--- src/rtl/modulo_controle_disparo.sv ---
`default_nettype none
`timescale 1ns/1ps
// ============================================================================
//  Module   : modulo_controle_disparo
//  Brief    : Shot controller for the naval-battle game. Debounces the fire
//             button, latches and validates a coordinate on the 7x5 board,
//             checks it against the ship map and maintains the shot and hit
//             maps, the status code, the shot budget and the game-over flag.
//  Options  : SHOT_LIMIT_EN - when defined, builds the shot budget counter;
//             when undefined, shots_left is held at MAX_SHOTS and the game
//             ends only when every ship is sunk.
//  Revision : 1.0 - initial release
// ============================================================================
module modulo_controle_disparo #(
    parameter int DEBOUNCE_CYCLES = 4,
    parameter int MAX_SHOTS       = 15
) (
    input  logic        clk,
    input  logic        clr,
    input  logic        button_fire,
    input  logic [5:0]  coord_at,
    input  logic [34:0] ship_map,
    output logic [34:0] shot_map,
    output logic [34:0] hit_map,
    output logic [1:0]  status,
    output logic [3:0]  shots_left,
    output logic        shot_done,
    output logic        game_over
);

    localparam int              CNT_W      = (DEBOUNCE_CYCLES > 1) ? $clog2(DEBOUNCE_CYCLES) : 1;
    localparam logic [CNT_W-1:0] CNT_LAST  = CNT_W'(DEBOUNCE_CYCLES - 1);
    localparam logic [3:0]      SHOTS_INIT = 4'(MAX_SHOTS);

    typedef enum logic [1:0] {
        IDLE   = 2'd0,
        CHECK  = 2'd1,
        UPDATE = 2'd2,
        OVER   = 2'd3
    } state_t;

    state_t           state;
    state_t           state_next;

    logic             sync_a;
    logic             sync_b;
    logic             db_level;
    logic [CNT_W-1:0] db_cnt;
    logic             armed;
    logic             press;

    logic [5:0]       coord_q;
    logic             valid_q;
    logic [5:0]       idx_q;
    logic             repeat_q;
    logic             ship_q;

    logic [2:0]       row;
    logic [2:0]       col;
    logic             valid_c;
    logic [5:0]       idx_c;
    logic [5:0]       idx_safe;

    logic             accept;
    logic [34:0]      cell_mask;
    logic [34:0]      shot_upd;
    logic [34:0]      hit_upd;
    logic             all_sunk;
    logic             out_of_shots;

    // Two-flop synchronizer; resets to "pressed" so that a button held
    // through reset never looks like a fresh release-then-press.
    always_ff @(posedge clk or negedge clr) begin
        if (!clr) begin
            sync_a <= 1'b0;
            sync_b <= 1'b0;
        end else begin
            sync_a <= button_fire;
            sync_b <= sync_a;
        end
    end

    // Debounce: accept a new level after DEBOUNCE_CYCLES consecutive differing
    // samples; a press pulse is only issued once a released level was seen.
    always_ff @(posedge clk or negedge clr) begin
        if (!clr) begin
            db_level <= 1'b1;
            db_cnt   <= '0;
            armed    <= 1'b0;
            press    <= 1'b0;
        end else begin
            press <= 1'b0;
            if (sync_b) begin
                armed <= 1'b1;
            end
            if (sync_b == db_level) begin
                db_cnt <= '0;
            end else if (db_cnt == CNT_LAST) begin
                db_level <= sync_b;
                db_cnt   <= '0;
                press    <= armed & ~sync_b;
            end else begin
                db_cnt <= db_cnt + 1'b1;
            end
        end
    end

    // Coordinate decode of the latched coordinate (used during CHECK).
    assign row      = coord_q[5:3];
    assign col      = coord_q[2:0];
    assign valid_c  = (row <= 3'd6) && (col <= 3'd4);
    assign idx_c    = 6'd34 - ({3'b000, row} * 6'd5 + {3'b000, col});
    assign idx_safe = valid_c ? idx_c : 6'd0;

    // Update values computed from the CHECK results (used during UPDATE).
    assign accept    = valid_q & ~repeat_q;
    assign cell_mask = 35'd1 << idx_q;
    assign shot_upd  = shot_map | (accept ? cell_mask : 35'd0);
    assign hit_upd   = hit_map  | ((accept & ship_q) ? cell_mask : 35'd0);
    assign all_sunk  = (hit_upd == ship_map) && (ship_map != 35'd0);

`ifdef SHOT_LIMIT_EN
    logic [3:0] left_upd;

    assign left_upd     = accept ? (shots_left - 4'd1) : shots_left;
    assign out_of_shots = (left_upd == 4'd0);

    // Shot budget: consumed only by valid, non-repeated shots.
    always_ff @(posedge clk or negedge clr) begin
        if (!clr) begin
            shots_left <= SHOTS_INIT;
        end else if (state == UPDATE) begin
            shots_left <= left_upd;
        end
    end
`else
    assign out_of_shots = 1'b0;
    assign shots_left   = SHOTS_INIT;
`endif

    // FSM state register.
    always_ff @(posedge clk or negedge clr) begin
        if (!clr) begin
            state <= IDLE;
        end else begin
            state <= state_next;
        end
    end

    // FSM next-state and Moore outputs.
    always_comb begin
        state_next = state;
        shot_done  = 1'b0;
        game_over  = 1'b0;
        case (state)
            IDLE: begin
                if (press) begin
                    state_next = CHECK;
                end
            end
            CHECK: begin
                state_next = UPDATE;
            end
            UPDATE: begin
                shot_done  = 1'b1;
                state_next = (all_sunk || out_of_shots) ? OVER : IDLE;
            end
            OVER: begin
                game_over = 1'b1;
            end
            default: begin
                state_next = IDLE;
            end
        endcase
    end

    // Datapath: latch coordinate, register check results, commit the shot.
    always_ff @(posedge clk or negedge clr) begin
        if (!clr) begin
            coord_q  <= 6'd0;
            valid_q  <= 1'b0;
            idx_q    <= 6'd0;
            repeat_q <= 1'b0;
            ship_q   <= 1'b0;
            shot_map <= 35'd0;
            hit_map  <= 35'd0;
            status   <= 2'b00;
        end else begin
            case (state)
                IDLE: begin
                    if (press) begin
                        coord_q <= coord_at;
                    end
                end
                CHECK: begin
                    valid_q  <= valid_c;
                    idx_q    <= idx_safe;
                    repeat_q <= valid_c & shot_map[idx_safe];
                    ship_q   <= valid_c & ship_map[idx_safe];
                end
                UPDATE: begin
                    shot_map <= shot_upd;
                    hit_map  <= hit_upd;
                    if (!accept) begin
                        status <= 2'b11;
                    end else if (ship_q) begin
                        status <= 2'b10;
                    end else begin
                        status <= 2'b01;
                    end
                end
                default: begin
                end
            endcase
        end
    end

endmodule
`default_nettype wire

--- config.mk ---
export PLATFORM = sky130hd
export DESIGN_NAME = modulo_controle_disparo
export DESIGN_NICKNAME = d
export VERILOG_FILES = /design/src/rtl/modulo_controle_disparo.sv
export SDC_FILE = /design/constraint.sdc
export NUM_CORES = 1
export LEC_CHECK = 0
export CAP_MARGIN = 10
export CELL_PAD_IN_SITES_DETAIL_PLACEMENT = 0
export CELL_PAD_IN_SITES_GLOBAL_PLACEMENT = 1
export CORE_MARGIN = 2
export CORE_UTILIZATION = 48
export DETAILED_ROUTE_END_ITERATION = 7
export DONT_BUFFER_PORTS = 1
export HOLD_SLACK_MARGIN = 0.15
export PLACE_DENSITY_LB_ADDON = 0.08
export SLEW_MARGIN = 20
export SYNTH_ARGS = -nofsm -noshare
export SYNTH_HDL_FRONTEND = slang
export SYNTH_SLANG_ARGS = --single-unit
--- constraint.sdc ---
create_clock -name clk -period 4 [get_ports clk]
set_clock_uncertainty 0.05 [all_clocks]
set_input_delay 0.4 -clock clk [delete_from_list [all_inputs] [get_ports clk]]
set_output_delay 0.4 -clock clk [all_outputs]
set_load 0.02 [all_outputs]
==> impl_metrics.toml, run 1 <==
[run_status]
outcome = "finished, final reports clean"

[sta]
final_hold_viol_count = 0
hold_slack_ns = 0.1638
setup_violations = 0
clock.fmax_mhz = 274.1
worstMarginPinSlew_ns = 0.9835
post-route-period-util = 0.9120
maxSlewViolCount = 0
grt_setup_unrepaired = "false"
fin_crit_ns = 3.648
relSlewSlack = 0.3354
worst_slack_ns = 0.3518
fin_tns_setup_ns = 0

[drt]
routed-wl-met3_um = 1657
avgViaCountPerCell = 6.553
dr_wl_met2_um = 8063
top_layer = "met5"
first_pass_iters = 7
ant_nets = 0
drt-total-wl_um = 17670
detail_route.wl_per_cell_um = 25.84
via_count = 4482
drc = 0
drt_iter0_markers = 286
wl_met1_um = 7535

[worst_setup_path]
cpLargestDelayFamily = "simple AND/OR/NAND/NOR gates"
crit_slowest_cell = "nor4bb_1"
max_stage_delay_ns = 0.93
crit_required_ns = 4.23
worstSetupPathType = "flip-flop to flip-flop"
cp_num_buf_inv = 0
cp.arrival_ns = 3.88
cp-end-kind = "flip-flop"
cp_max_fo = 23
crit_chain = "nor4bb_1 > a31oi_1 > xnor2_1 > nor4_1 > nand4_1 > or4_4 > o21ai_2"
start_kind = "flip-flop"

[clock_tree]
cts_resized = 0
insertion_delay_ns = 0.35
clk_pin_slew_ns = 0.06
cts_buffers = 9
holdBufCountCts = 8
cts_tree = "built"
cts_setup_buffers = 0
clock_tree.root_cell = "clkbuf_16"
cts_buffer_depth = 2
clock-sinks = 96
htree_levels = 3

[synth]
synth_area_per_cell_um2 = 10.32
yosysSeqAreaShare = 0.4352
async_reset_ff_frac = 1.000
synth.cell_area_um2 = 5523
netlist_instances = 535
yosys_warnings = 0
yosysUniqueCellTypes = 62
synth_edf_count = 0
synth_flop_cell = "dfrtp_1"
ys_ff_latch = 96

[final_layout]
syn_to_final_growth_pct = 10.13
layout-drive-gt1-share = 0.1201
layout.cells.most_common = "dfrtp_1"
antenna_cells = 0
layout_common_cells = "dfrtp_1 (95), o21bai_1 (33), a21o_1 (31)"
final_area_um2 = 6082
final_util = 0.5372
num-nets-final = 596
final_cells = 684

[placed_design]
dp_cells = 660
place_ws_ns = 0.4266
hpwl_um = 13690
place.port_buffers = 0
placed_cell_area_um2 = 5669
gp_congestion = 0.9429

[global_route]
antenna_found_initial = 1
grt_pass1_wl_um = 27160
grt-ovfl-total = 0
grt_use_total = 0.2912
grt_max_degree = 97
grt_pass1_vias = 4414

[power]
swShare = 0.2489
pwr-share-seq = 0.460
p_switching_mw = 0.5437
ir_worst_vdd_v = 0.0002474
clock_power_share = 0.415
power.total_mw = 2.184
p_leak_nw = 2.855
combPwrFrac = 0.125
p_int_mw = 1.640
p_per_area_nw_per_um2 = 359.1

[floorplan]
die_area_um2 = 12380
row_count = 39
die_y_um = 111.3
die_w_um = 111.3
core-area_um2 = 11320
initial_core_util = 0.4878
ioPinCount = 122

[run]
cap_viol_max_count = 0

[hold_path]
hp-class = "primary input to flip-flop"
-- routing by layer --
| metal | vias to the layer above | track usage |
|---|---|---|
| met5 | - | 0 |
| met4 | 2 | 0.1004 |
| met3 | 31 | 0.09459 |
| met2 | 210 | 0.4472 |
| met1 | 2247 | 0.3897 |
| li1 | 1992 | - |
-- power groups by stage --
stage	Clock (mW)	Combinational (mW)	Sequential [mW]
2_1_floorplan	0	0.188	1.02
3_3_place_gp	0	0.239	1.02
3_5_place_dp	0	0.243	1.02
4_1_cts	0.917	0.272	1.01
5_1_grt	0.960	0.300	1.01
6_report	0.906	0.273	1.01
-- path summary, 6_finish.rpt --
check | from | endpoint | slack [ns] | cells past startpoint
max | idx_q[2] | state[1] | 0.35 | 7
min | coord_at[1] | coord_q[1] | 0.16 | 1
max reg2reg | idx_q[2] | state[1] | 0.35 | 7
min reg2reg | sync_a | sync_b | 0.31 | 0
max in group asynchronous | clr | db_level | 2.92 | 2
min in group asynchronous | clr | hit_map[13] | 0.58 | 2
-- kinds of logic after synthesis --
kind of cell | count (synthesis) | synth area share
buffers and inverters | 59 | 0.04531
AO/OA/AOI/OAI | 158 | 0.2032
AND/OR/NAND/NOR | 140 | 0.1534
flip-flops | 96 | 0.4352
multiplexers | 36 | 0.07725
adder cells (fa/ha/maj) | 16 | 0.03897
XOR/XNOR | 29 | 0.04599
other | 1 | 0.0006790
-- flip-flops by register name (all words and copies together) (netlist names) --
register,flops
shot_map,35
state,2
status,2
ship_q,1
repeat_q,1
armed,1
valid_q,1
hit_map,35
sync_b,1
coord_q,6
db_level,1
sync_a,1
press,1
idx_q,6
db_cnt,2
-- area by class of cell --
cell class | instances | area (µm²)
Fill cell | 1040 | 5239
Multi-Input combinational cell | 383 | 2892
Sequential cell | 96 | 2404
Clock buffer | 12 | 266.5
Timing Repair Buffer | 22 | 202.7
Tap cell | 143 | 178.9
Inverter | 24 | 90.09
Clock inverter | 4 | 48.80
-- worst register-to-register path: cells and delay by family (launching register included) --
family / cells / cell delay, ns
compound gates: 2 / 0.37
xor+xnor: 1 / 0.18
flops: 1 / 0.80
simple gates: 4 / 2.20
-- cell usage after synthesis (2+ instances only) --
| cell | number | area [µm²] |
|---|---|---|
| a21o_1 | 31 | 232.7 |
| xnor2_1 | 28 | 245.2 |
| a311oi_1 | 5 | 43.79 |
| dfrtp_1 | 95 | 2377 |
| mux2i_1 | 19 | 190.2 |
| nand3b_1 | 2 | 15.01 |
| a31oi_1 | 28 | 175.2 |
| clkbuf_1 | 19 | 71.32 |
| inv_1 | 24 | 90.09 |
| fa_1 | 2 | 40.04 |
| a2111oi_0 | 4 | 35.03 |
| mux4_2 | 4 | 90.09 |
| nor3_1 | 7 | 35.03 |
| nand3_1 | 16 | 80.08 |
| nand2_1 | 25 | 93.84 |
| or4_1 | 2 | 15.01 |
| nor4_1 | 15 | 93.84 |
| ha_1 | 14 | 175.2 |
| buf_2 | 11 | 55.05 |
| nand4_1 | 6 | 37.54 |
| o41ai_1 | 4 | 35.03 |
| and3_1 | 2 | 12.51 |
| nor4b_1 | 3 | 26.28 |
| buf_4 | 4 | 30.03 |
| o21ai_0 | 19 | 95.09 |
| mux2_2 | 13 | 146.4 |
| and2_1 | 3 | 18.77 |
| a31o_2 | 4 | 35.03 |
| o211ai_1 | 2 | 15.01 |
| nand2b_1 | 7 | 43.79 |
| nor2b_1 | 15 | 93.84 |
| nor4bb_1 | 4 | 40.04 |
| a221oi_1 | 9 | 78.83 |
| nor2_1 | 16 | 60.06 |
| o21bai_1 | 33 | 247.7 |
| a41o_1 | 2 | 20.02 |
| and4b_1 | 3 | 30.03 |
| a21oi_1 | 10 | 50.05 |
| nand4b_1 | 2 | 17.52 |
No activity file was read; power rests on OpenSTA's default activity.
==> run 2: changes to the inputs <==
--- a/config.mk
+++ b/config.mk
@@ -14,7 +14,6 @@
 export DONT_BUFFER_PORTS = 1
 export HOLD_SLACK_MARGIN = 0.15
 export PLACE_DENSITY_LB_ADDON = 0.08
-export SLEW_MARGIN = 20
 export SYNTH_ARGS = -nofsm -noshare
 export SYNTH_HDL_FRONTEND = slang
 export SYNTH_SLANG_ARGS = --single-unit
==> impl_metrics.toml, run 2 (synthesis results as in run 1) <==
[run_status]
outcome = "finished, final reports clean"

[clock_tree]
clk_pin_slew_ns = 0.07
cts_setup_buffers = 0
cts_tree = "built"
cts_buffers = 9
clock-sinks = 96
insertion_delay_ns = 0.36
cts_buffer_depth = 2
htree_levels = 3
clock_tree.root_cell = "clkbuf_16"

[hold_path]
hp-class = "flip-flop to flip-flop"

[sta]
fin_crit_ns = 3.578
final_hold_viol_count = 0
relSlewSlack = 0.3410
worstMarginPinSlew_ns = 0.9752
fin_tns_setup_ns = 0
grt_setup_unrepaired = "false"
clock.fmax_mhz = 279.5
setup_violations = 0
post-route-period-util = 0.8946
maxSlewViolCount = 0

[worst_setup_path]
start_kind = "flip-flop"
cp-end-kind = "flip-flop"
cpLargestDelayFamily = "simple AND/OR/NAND/NOR gates"
crit_chain = "nor4bb_1 > a31oi_1 > xnor2_1 > nor4_1 > nand4_1 > or4_4 > o21ai_2"
cp_max_fo = 23
cp.arrival_ns = 3.82
crit_slowest_cell = "nor4bb_1"
worstSetupPathType = "flip-flop to flip-flop"
crit_required_ns = 4.24
cp_num_buf_inv = 0
max_stage_delay_ns = 0.89

[final_layout]
final_area_um2 = 6072
layout-drive-gt1-share = 0.1179
antenna_cells = 0
reg_top3 = "hit_map (35), shot_map (35)"
num-nets-final = 598
syn_to_final_growth_pct = 9.946
layout_common_cells = "dfrtp_1 (95), o21bai_1 (33), a21o_1 (31)"
layout.cells.most_common = "dfrtp_1"

[drt]
detail_route.wl_per_cell_um = 26.14
drt_iter0_markers = 327
first_pass_iters = 5
drt-total-wl_um = 17930
via_count = 4503
drc = 0
ant_nets = 0
avgViaCountPerCell = 6.564

[power]
p_leak_nw = 2.853
p_switching_mw = 0.5534
ir_worst_vdd_v = 0.0002601
combPwrFrac = 0.127
pwr-share-seq = 0.465
p_per_area_nw_per_um2 = 355.6
p_int_mw = 1.606
swShare = 0.2563
clock_power_share = 0.408

[placed_design]
place.port_buffers = 0
gp_congestion = 0.9429
hpwl_um = 13670
placed_cell_area_um2 = 5668

[global_route]
grt-ovfl-total = 0
grt_max_degree = 97
grt_pass1_wl_um = 27660
grt_pass1_vias = 4460
antenna_found_initial = 0
grt_use_total = 0.2960

[floorplan]
ioPinCount = 122
die_y_um = 111.3
die_w_um = 111.3
initial_core_util = 0.4878
core-area_um2 = 11320
die_area_um2 = 12380
row_count = 39

[run]
cap_viol_max_count = 0
## run 2: cell count changes in the layout (fill, tap and decap cells not counted)
cell / before / now
nor4b_1: 2 / 3
dlygate4sd3_1: 7 / 8
clkinv_2: 2 / 3
clkbuf_8: 3 / 1
clkbuf_1: 0 / 1
nor4b_2: 2 / 1
buf_2: 0 / 1
## run 2: path summary, 6_finish.rpt
kind	endpoint	slack, ns	cells after the start	from
setup reg to reg	state[1]	0.42	7	idx_q[2]
hold / removal	sync_b	0.30	0	sync_a
max in group asynchronous	db_level	2.92	2	clr
setup / recovery	state[1]	0.42	7	idx_q[2]
min in group asynchronous	hit_map[9]	0.57	2	clr
hold reg to reg	sync_b	0.30	0	sync_a
## run 2: stage by stage
stage,setup WS (ns),power (mW),util,hold slack [ns],cells
4_1_cts,0.4230,2.170,0.5364,0.3075,686
5_1_grt,0.3312,2.241,0.5364,0.3088,686
3_5_place_dp,0.4361,1.267,0.5007,0.05671,661
2_1_floorplan,1.217,1.207,-,0.05441,538
3_3_place_gp,0.4453,1.261,0.5002,0.05656,660
6_report,0.4217,2.159,0.5364,0.3050,686
## run 2: metal layers
layer / routed length, µm / part of all wire / track usage / up-vias
met3: 1621 / 0.090 / 0.08803 / 35
li1: - / - / - / 2000
met4: 454 / 0.025 / 0.1086 / 0
met2: 8186 / 0.46 / 0.4537 / 215
met1: 7667 / 0.43 / 0.3993 / 2253
met5: 0 / 0 / 0 / -
## run 2: layout make-up
class                   count  area, µm²
clock buffers              11      242.7
clock inverters             5      53.80
fillers                  1045       5249
inverters                  24      90.09
multi-input cells         383       2885
flip-flops and latches     96       2404
well taps                 143      178.9
repair buffers             24      217.7
## run 2: repair_timing
item	CTS	global route
hold buffers	9	0
hold endpoints to repair	103	0
gates resized for setup	0	0
## run 2: power groups by stage
| stage | combinational, mW | clock (mW) | sequential [mW] |
|---|---|---|---|
| 6_report | 0.274 | 0.881 | 1.00 |
| 5_1_grt | 0.302 | 0.932 | 1.01 |
| 4_1_cts | 0.274 | 0.892 | 1.00 |
| 3_5_place_dp | 0.244 | 0 | 1.02 |
| 3_3_place_gp | 0.239 | 0 | 1.02 |
| 2_1_floorplan | 0.188 | 0 | 1.02 |
